File: src/rtl/udma_uart_rx_deser.sv
// uDMA UART receive deserialiser: synchronises rx_i, deframes start/data/parity/stop bits and
// offers each character through a one-entry valid/ready holding register.
// Optional build macro UART_RX_MAJORITY_EN: 2-of-3 majority sampling around mid-bit.
module udma_uart_rx_deser #(
   parameter  int unsigned SYNC_STAGES = 2,
   localparam int unsigned DIV_W       = 16,
   localparam int unsigned DATA_W      = 8
) (
   input  logic              clk_i,
   input  logic              rstn_i,
   input  logic              rx_i,
   input  logic              cfg_en_i,
   input  logic [DIV_W-1:0]  cfg_div_i,
   input  logic [1:0]        cfg_bits_i,
   input  logic              cfg_parity_en_i,
   input  logic              cfg_stop_bits_i,
   output logic [DATA_W-1:0] rx_data_o,
   output logic              rx_valid_o,
   input  logic              rx_ready_i,
   output logic              err_parity_o,
   output logic              err_overflow_o,
   output logic              busy_o
);

   typedef enum logic [2:0] {
      S_IDLE, S_START, S_DATA, S_PARITY, S_STOP1, S_STOP2
   } state_e;

   state_e              state_q;
   logic [SYNC_STAGES-1:0] sync_q;
   logic                rx_prev_q;
   logic [DIV_W-1:0]    cnt_q;
   logic [DIV_W-1:0]    div_q;
   logic [1:0]          bits_q;
   logic                par_en_q;
   logic                stop2_q;
   logic [2:0]          bit_idx_q;
   logic [DATA_W-1:0]   shift_q;
   logic                perr_q;
   logic [DATA_W-1:0]   data_q;
   logic                valid_q;
   logic                err_par_q;
   logic                err_ovf_q;
   logic                busy_q;

   logic rx_s_c;
   logic fall_c;
   logic tick_c;
   logic sample_c;
   logic done_c;

   assign rx_s_c = sync_q[SYNC_STAGES-1];
   assign fall_c = rx_prev_q & ~rx_s_c;
   assign tick_c = (cnt_q == '0);

`ifdef UART_RX_MAJORITY_EN
   // rx_prev_q is the line one clock before mid-bit, the next-younger sync stage one clock after.
   logic rx_next_c;
   assign rx_next_c = sync_q[SYNC_STAGES-2];
   assign sample_c  = (div_q >= DIV_W'(2))
                      ? ((rx_prev_q & rx_s_c) | (rx_prev_q & rx_next_c) | (rx_s_c & rx_next_c))
                      : rx_s_c;
`else
   assign sample_c = rx_s_c;
`endif

   assign done_c = cfg_en_i & tick_c &
                   (((state_q == S_STOP1) & ~stop2_q) | (state_q == S_STOP2));

   // Line synchroniser and previous-value flop for start-edge detection.
   always_ff @(posedge clk_i or negedge rstn_i) begin
      if (!rstn_i) begin
         sync_q    <= '1;
         rx_prev_q <= 1'b1;
      end else begin
         sync_q    <= {sync_q[SYNC_STAGES-2:0], rx_i};
         rx_prev_q <= rx_s_c;
      end
   end

   // Deframing FSM, baud counter and holding register.
   always_ff @(posedge clk_i or negedge rstn_i) begin
      if (!rstn_i) begin
         state_q   <= S_IDLE;
         cnt_q     <= '0;
         div_q     <= '0;
         bits_q    <= '0;
         par_en_q  <= 1'b0;
         stop2_q   <= 1'b0;
         bit_idx_q <= '0;
         shift_q   <= '0;
         perr_q    <= 1'b0;
         data_q    <= '0;
         valid_q   <= 1'b0;
         err_par_q <= 1'b0;
         err_ovf_q <= 1'b0;
         busy_q    <= 1'b0;
      end else begin
         err_par_q <= 1'b0;
         err_ovf_q <= 1'b0;
         if (valid_q && rx_ready_i) valid_q <= 1'b0;

         if (!cfg_en_i) begin
            state_q <= S_IDLE;
            busy_q  <= 1'b0;
         end else begin
            if (state_q != S_IDLE) cnt_q <= tick_c ? div_q : cnt_q - DIV_W'(1);
            unique case (state_q)
               S_IDLE: begin
                  if (fall_c) begin
                     state_q   <= S_START;
                     busy_q    <= 1'b1;
                     cnt_q     <= DIV_W'((17'(cfg_div_i) + 17'd1) >> 1);
                     div_q     <= cfg_div_i;
                     bits_q    <= cfg_bits_i;
                     par_en_q  <= cfg_parity_en_i;
                     stop2_q   <= cfg_stop_bits_i;
                     bit_idx_q <= '0;
                     shift_q   <= '0;
                     perr_q    <= 1'b0;
                  end
               end
               S_START: begin
                  if (tick_c) begin
                     state_q <= sample_c ? S_IDLE : S_DATA;
                     busy_q  <= ~sample_c;
                  end
               end
               S_DATA: begin
                  if (tick_c) begin
                     shift_q[bit_idx_q] <= sample_c;
                     if (bit_idx_q == 3'(3'd4 + 3'(bits_q))) begin
                        state_q <= par_en_q ? S_PARITY : S_STOP1;
                     end else begin
                        bit_idx_q <= bit_idx_q + 3'd1;
                     end
                  end
               end
               S_PARITY: begin
                  if (tick_c) begin
                     perr_q  <= (^shift_q) ^ sample_c;
                     state_q <= S_STOP1;
                  end
               end
               S_STOP1: begin
                  if (tick_c && stop2_q) state_q <= S_STOP2;
               end
               S_STOP2: ;
               default: state_q <= S_IDLE;
            endcase

            // Frame completion: stop-bit values are deliberately not checked.
            if (done_c) begin
               state_q   <= S_IDLE;
               busy_q    <= 1'b0;
               err_par_q <= perr_q;
               if (!valid_q || rx_ready_i) begin
                  data_q  <= shift_q;
                  valid_q <= 1'b1;
               end else begin
                  err_ovf_q <= 1'b1;
               end
            end
         end
      end
   end

   assign rx_data_o      = data_q;
   assign rx_valid_o     = valid_q;
   assign err_parity_o   = err_par_q;
   assign err_overflow_o = err_ovf_q;
   assign busy_o         = busy_q;

endmodule
File: config.mk
export PLATFORM = sky130hd
export DESIGN_NAME = udma_uart_rx_deser
export DESIGN_NICKNAME = d
export VERILOG_FILES = /design/src/rtl/udma_uart_rx_deser.sv
export SDC_FILE = /design/constraint.sdc
export NUM_CORES = 1
export LEC_CHECK = 0
export BUFFER_PORTS_ARGS = -buffer_cell sky130_fd_sc_hd__buf_2
export CORE_UTILIZATION = 30
export DETAILED_ROUTE_END_ITERATION = 16
export GPL_ROUTABILITY_DRIVEN = 0
export PLACE_DENSITY_LB_ADDON = 0.08
export SYNTH_ARGS = -nofsm -noshare
export SYNTH_HDL_FRONTEND = slang
export SYNTH_SLANG_ARGS = --single-unit
File: constraint.sdc
create_clock -name clk_i -period 3.6 [get_ports clk_i]
set_input_delay 0.18 -clock clk_i [delete_from_list [all_inputs] [get_ports clk_i]]
set_output_delay 0.18 -clock clk_i [all_outputs]
set_load 0.005 [all_outputs]
==> run_results.csv <==
group,metric,value,unit
synth,yosysWarningCount,0,
place,dp.cells,609,
detailed_routing,drcViolationCount,0,
critical_path,crit_type,"register to register",
detailed_routing,ant_nets,0,
critical_path,crit_buf_inv,0,
power,power.share.switching,36.3,%
critical_path,crit_slowest_cell,"or4_1",
timing,finalHoldViolCount,0,
clock_tree,numCtsBuffers,9,
min_path,hp-class,"primary input to register",
flow_run,cap_viol_max_count,0,
finish,nets,482,
power,power_frac_comb,28.0,%
power,powerDensity,641,mW/mm^2
detailed_routing,wl_per_cell,16.6,um
global_route,grt_pass1_vias,3079,
global_route,gr-total-overflow,0,
clock_tree,cts_setup_buffers,0,
detailed_routing,vias,3201,
finish,n_antenna_cell,0,
power,p_clk_share,31.1,%
floorplan,die_h,114,um
timing,final-setup-viol-count,0,
global_route,grt_pass1_wl,17000,um
synth,synth_compound_area_share,16.1,%
detailed_routing,first_pass_iters,4,
detailed_routing,vias_per_cell,5.11,
synth,synthCells,417,
floorplan,core_area,0.0122,mm^2
synth,avgSynthCellArea,9.06,um^2
timing,fin_skew,0.00984,ns
timing,post-route-min-period,2.63,ns
floorplan,start_util,31.1,%
timing,maxSlewViolCount,0,
finish,mostFrequentLayoutCells,"nand2_1 (73), dfrtp_1 (63), buf_2 (36)",
critical_path,cp_cell_sequence,"or4_1 > nor4_4 > o2111ai_4 > or4b_4 > o31ai_2",
timing,fin_crit_sh,73.0,%
synth,synth-simple-area-share,23.4,%
synth,synth_xor_area_share,6.72,%
status,status,"finished, final reports clean",
synth,synth-edff-count,0,
clock_tree,postCtsResizedCells,0,
synth,synthMuxAreaShare,4.87,%
synth,synth.area.top_cells,"dfrtp_1 (42%), nand2_1 (7.2%), xnor2_1 (4.9%)",
synth,synthFlopType,"dfrtp_1",
synth,ys_async_sr_fraction,100,%
synth,yosysSeqAreaShare,43.8,%
clock_tree,cts_tree,"done",
power,peakVddDrop,0.265,mV
synth,synthAdderAreaFrac,1.32,%
power,power.leakage,1.96,nW
synth,yosysUniqueCellTypes,52,
synth,yosysTopAreaCellShare,41.7,%
synth,yosys.area.top_type,"dfrtp_1",
critical_path,max_stage_delay,0.73,ns
clock_tree,worstSkewPairLatency,0.35,ns
timing,slew_headroom,41.0,%
clock_tree,clkSlewWorstSetupHoldPaths,0.06,ns
global_route,grt_max_degree,67,
finish,layout-drive-gt1-share,15.7,%
clock_tree,cts_hold_buf,1,
synth,synth_fp_nets,446,
finish,fin_cells,626,
critical_path,arrival,2.89,ns
synth,synth_top_family_by_area,"simple AND/OR/NAND/NOR gates",
critical_path,end_kind,"register",
detailed_routing,wirelength,10400,um
synth,ys_ff_latch,66,
power,p_int,1.82,mW
place,portBuffers,36,
clock_tree,clk_path_buf_depth,2,
timing,rsz0062_at_grt,"no",
detailed_routing,drt_first_iter_violations,117,
critical_path,crit_path_max_fanout,9,
floorplan,die_w,114,um
finish,syn_to_final_growth,17.9,%
critical_path,crit_required,3.86,ns
clock_tree,cts_root_buffer,"clkbuf_16",
floorplan,pin_count,37,
synth,netlist_area,0.00378,mm^2
critical_path,startpoint_type,"register",
clock_tree,cts_sinks,66,
power,power_frac_seq,40.9,%
finish,final_common_cell,"nand2_1",
timing,finalSetupTns,0,ns
global_route,antenna_found_initial,0,
timing,timing.fmax,381,MHz
place,dp_hpwl,7270,um
global_route,track_usage,17.4,%
floorplan,rows,40,
power,p_switching,1.04,mW
timing,max_slew.worst_pin.slew,0.884,ns
floorplan,dieArea,0.0131,mm^2
critical_path,critPathTopFamily,"simple AND/OR/NAND/NOR gates",
clock_tree,h-tree-depth,3,
==> state kept, by name, indices dropped and copies added (netlist names), 2 cells and up <==
register and count:
rx_data_o 8, bits_q 2, sync_q 2, bit_idx_q 3
shift_q 8, cnt_q 16, div_q 16, state_q 3
==> through the flow <==
step / total power [mW] / utilization, % / setup WS, ns / hold slack [ns] / cell area [um^2]
3_3_place_gp: 1.97 / 34.1 / 1.01 / 0.285 / 4150
4_1_cts: 2.88 / 36.6 / 0.946 / 0.0135 / 4460
6_report: 2.86 / 36.6 / 0.972 / 0.0257 / 4460
3_5_place_dp: 1.98 / 34.1 / 0.947 / 0.286 / 4150
5_1_grt: 3.06 / 36.6 / 0.802 / 0.0420 / 4460
2_1_floorplan: 1.72 / - / 1.20 / -0.116 / 3780
==> path summary, 6_finish.rpt <==
| path | cells past startpoint | startpoint | slack (ns) | end |
|---|---|---|---|---|
| worst max-delay path | 5 | cnt_q[7]$_DFFE_PN0P_ | 0.97 | shift_q[0]$_DFFE_PN0P_ |
| worst min-delay path | 3 | cfg_stop_bits_i | 0.03 | stop2_q$_DFFE_PN0P_ |
| worst max register to register | 5 | cnt_q[7]$_DFFE_PN0P_ | 0.97 | shift_q[0]$_DFFE_PN0P_ |
| worst min register to register | 0 | sync_q[0]$_DFF_PN1_ | 0.36 | sync_q[1]$_DFF_PN1_ |
| max in group asynchronous | 2 | rstn_i | 2.98 | div_q[8]$_DFFE_PN0P_ |
| min in group asynchronous | 2 | rstn_i | 0.04 | rx_data_o[5]$_DFFE_PN0P_ |
==> synthesized netlist by cell type, drive strengths merged (2+ instances only) <==
| library cell | count |
|---|---|
| o211ai | 4 |
| o21a | 3 |
| o22ai | 9 |
| a31oi | 8 |
| or4 | 5 |
| mux2i | 6 |
| nor2b | 2 |
| dfrtp | 63 |
| o21ai | 30 |
| clkbuf | 19 |
| buf | 2 |
| a221o | 4 |
| dfstp | 3 |
| a41oi | 2 |
| inv | 15 |
| and3 | 5 |
| a2bb2oi | 2 |
| or3 | 6 |
| o2111ai | 2 |
| xor2 | 8 |
| or4b | 3 |
| xnor2 | 21 |
| mux2 | 11 |
| o2bb2ai | 3 |
| a21oi | 17 |
| or3b | 2 |
| nor3 | 15 |
| o31ai | 3 |
| nand4 | 7 |
| ha | 4 |
| nand3 | 16 |
| nor2 | 21 |
| nor4 | 12 |
| nand2b | 2 |
| a22oi | 2 |
| nand2 | 73 |
==> routing by layer <==
layer  GRT usage [%]  vias to the layer above  share of wire (%)
met2            24.3                       70                 42
met5               0                        -                  0
met1            25.3                     1535                 52
met3            3.71                       15                3.7
li1                -                     1581                  -
met4            8.31                        0                2.2
==> cell type report <==
class | count | area (um^2)
Timing Repair Buffer | 46 | 258
Clock inverter | 6 | 67.6
Fill cell | 1269 | 7700
Sequential cell | 66 | 1660
Inverter | 15 | 56.3
Tap cell | 168 | 210
Clock buffer | 10 | 229
Multi-Input combinational cell | 315 | 1980
==> worst reg2reg max path, delay by kind of cell (launching register included) <==
kind / cells / cell delay [ns]
AOI/OAI and AO/OA: 2 / 0.39
DFF: 1 / 0.43
and+or+nand+nor: 3 / 1.73
==> cells by family (layout without fill, tap and decap cells) <==
| group | after synthesis | count (layout) |
|---|---|---|
| AOI/OAI and AO/OA | 93 | 93 |
| muxes | 17 | 17 |
| adders and majority gates | 4 | 4 |
| DFF | 66 | 66 |
| buffers and inverters | 36 | 77 |
| xor gates and xnor gates | 29 | 29 |
| and+or+nand+nor | 172 | 172 |
==> power groups by stage <==
stage | clock, mW | sequential, mW | combinational, mW
floorplan | 0 | 1.09 | 0.632
global placement | 0 | 1.18 | 0.797
detailed placement | 0 | 1.18 | 0.799
CTS | 0.907 | 1.17 | 0.805
global route | 0.941 | 1.21 | 0.912
finish | 0.889 | 1.17 | 0.801
(Power assumes the default switching activity.)
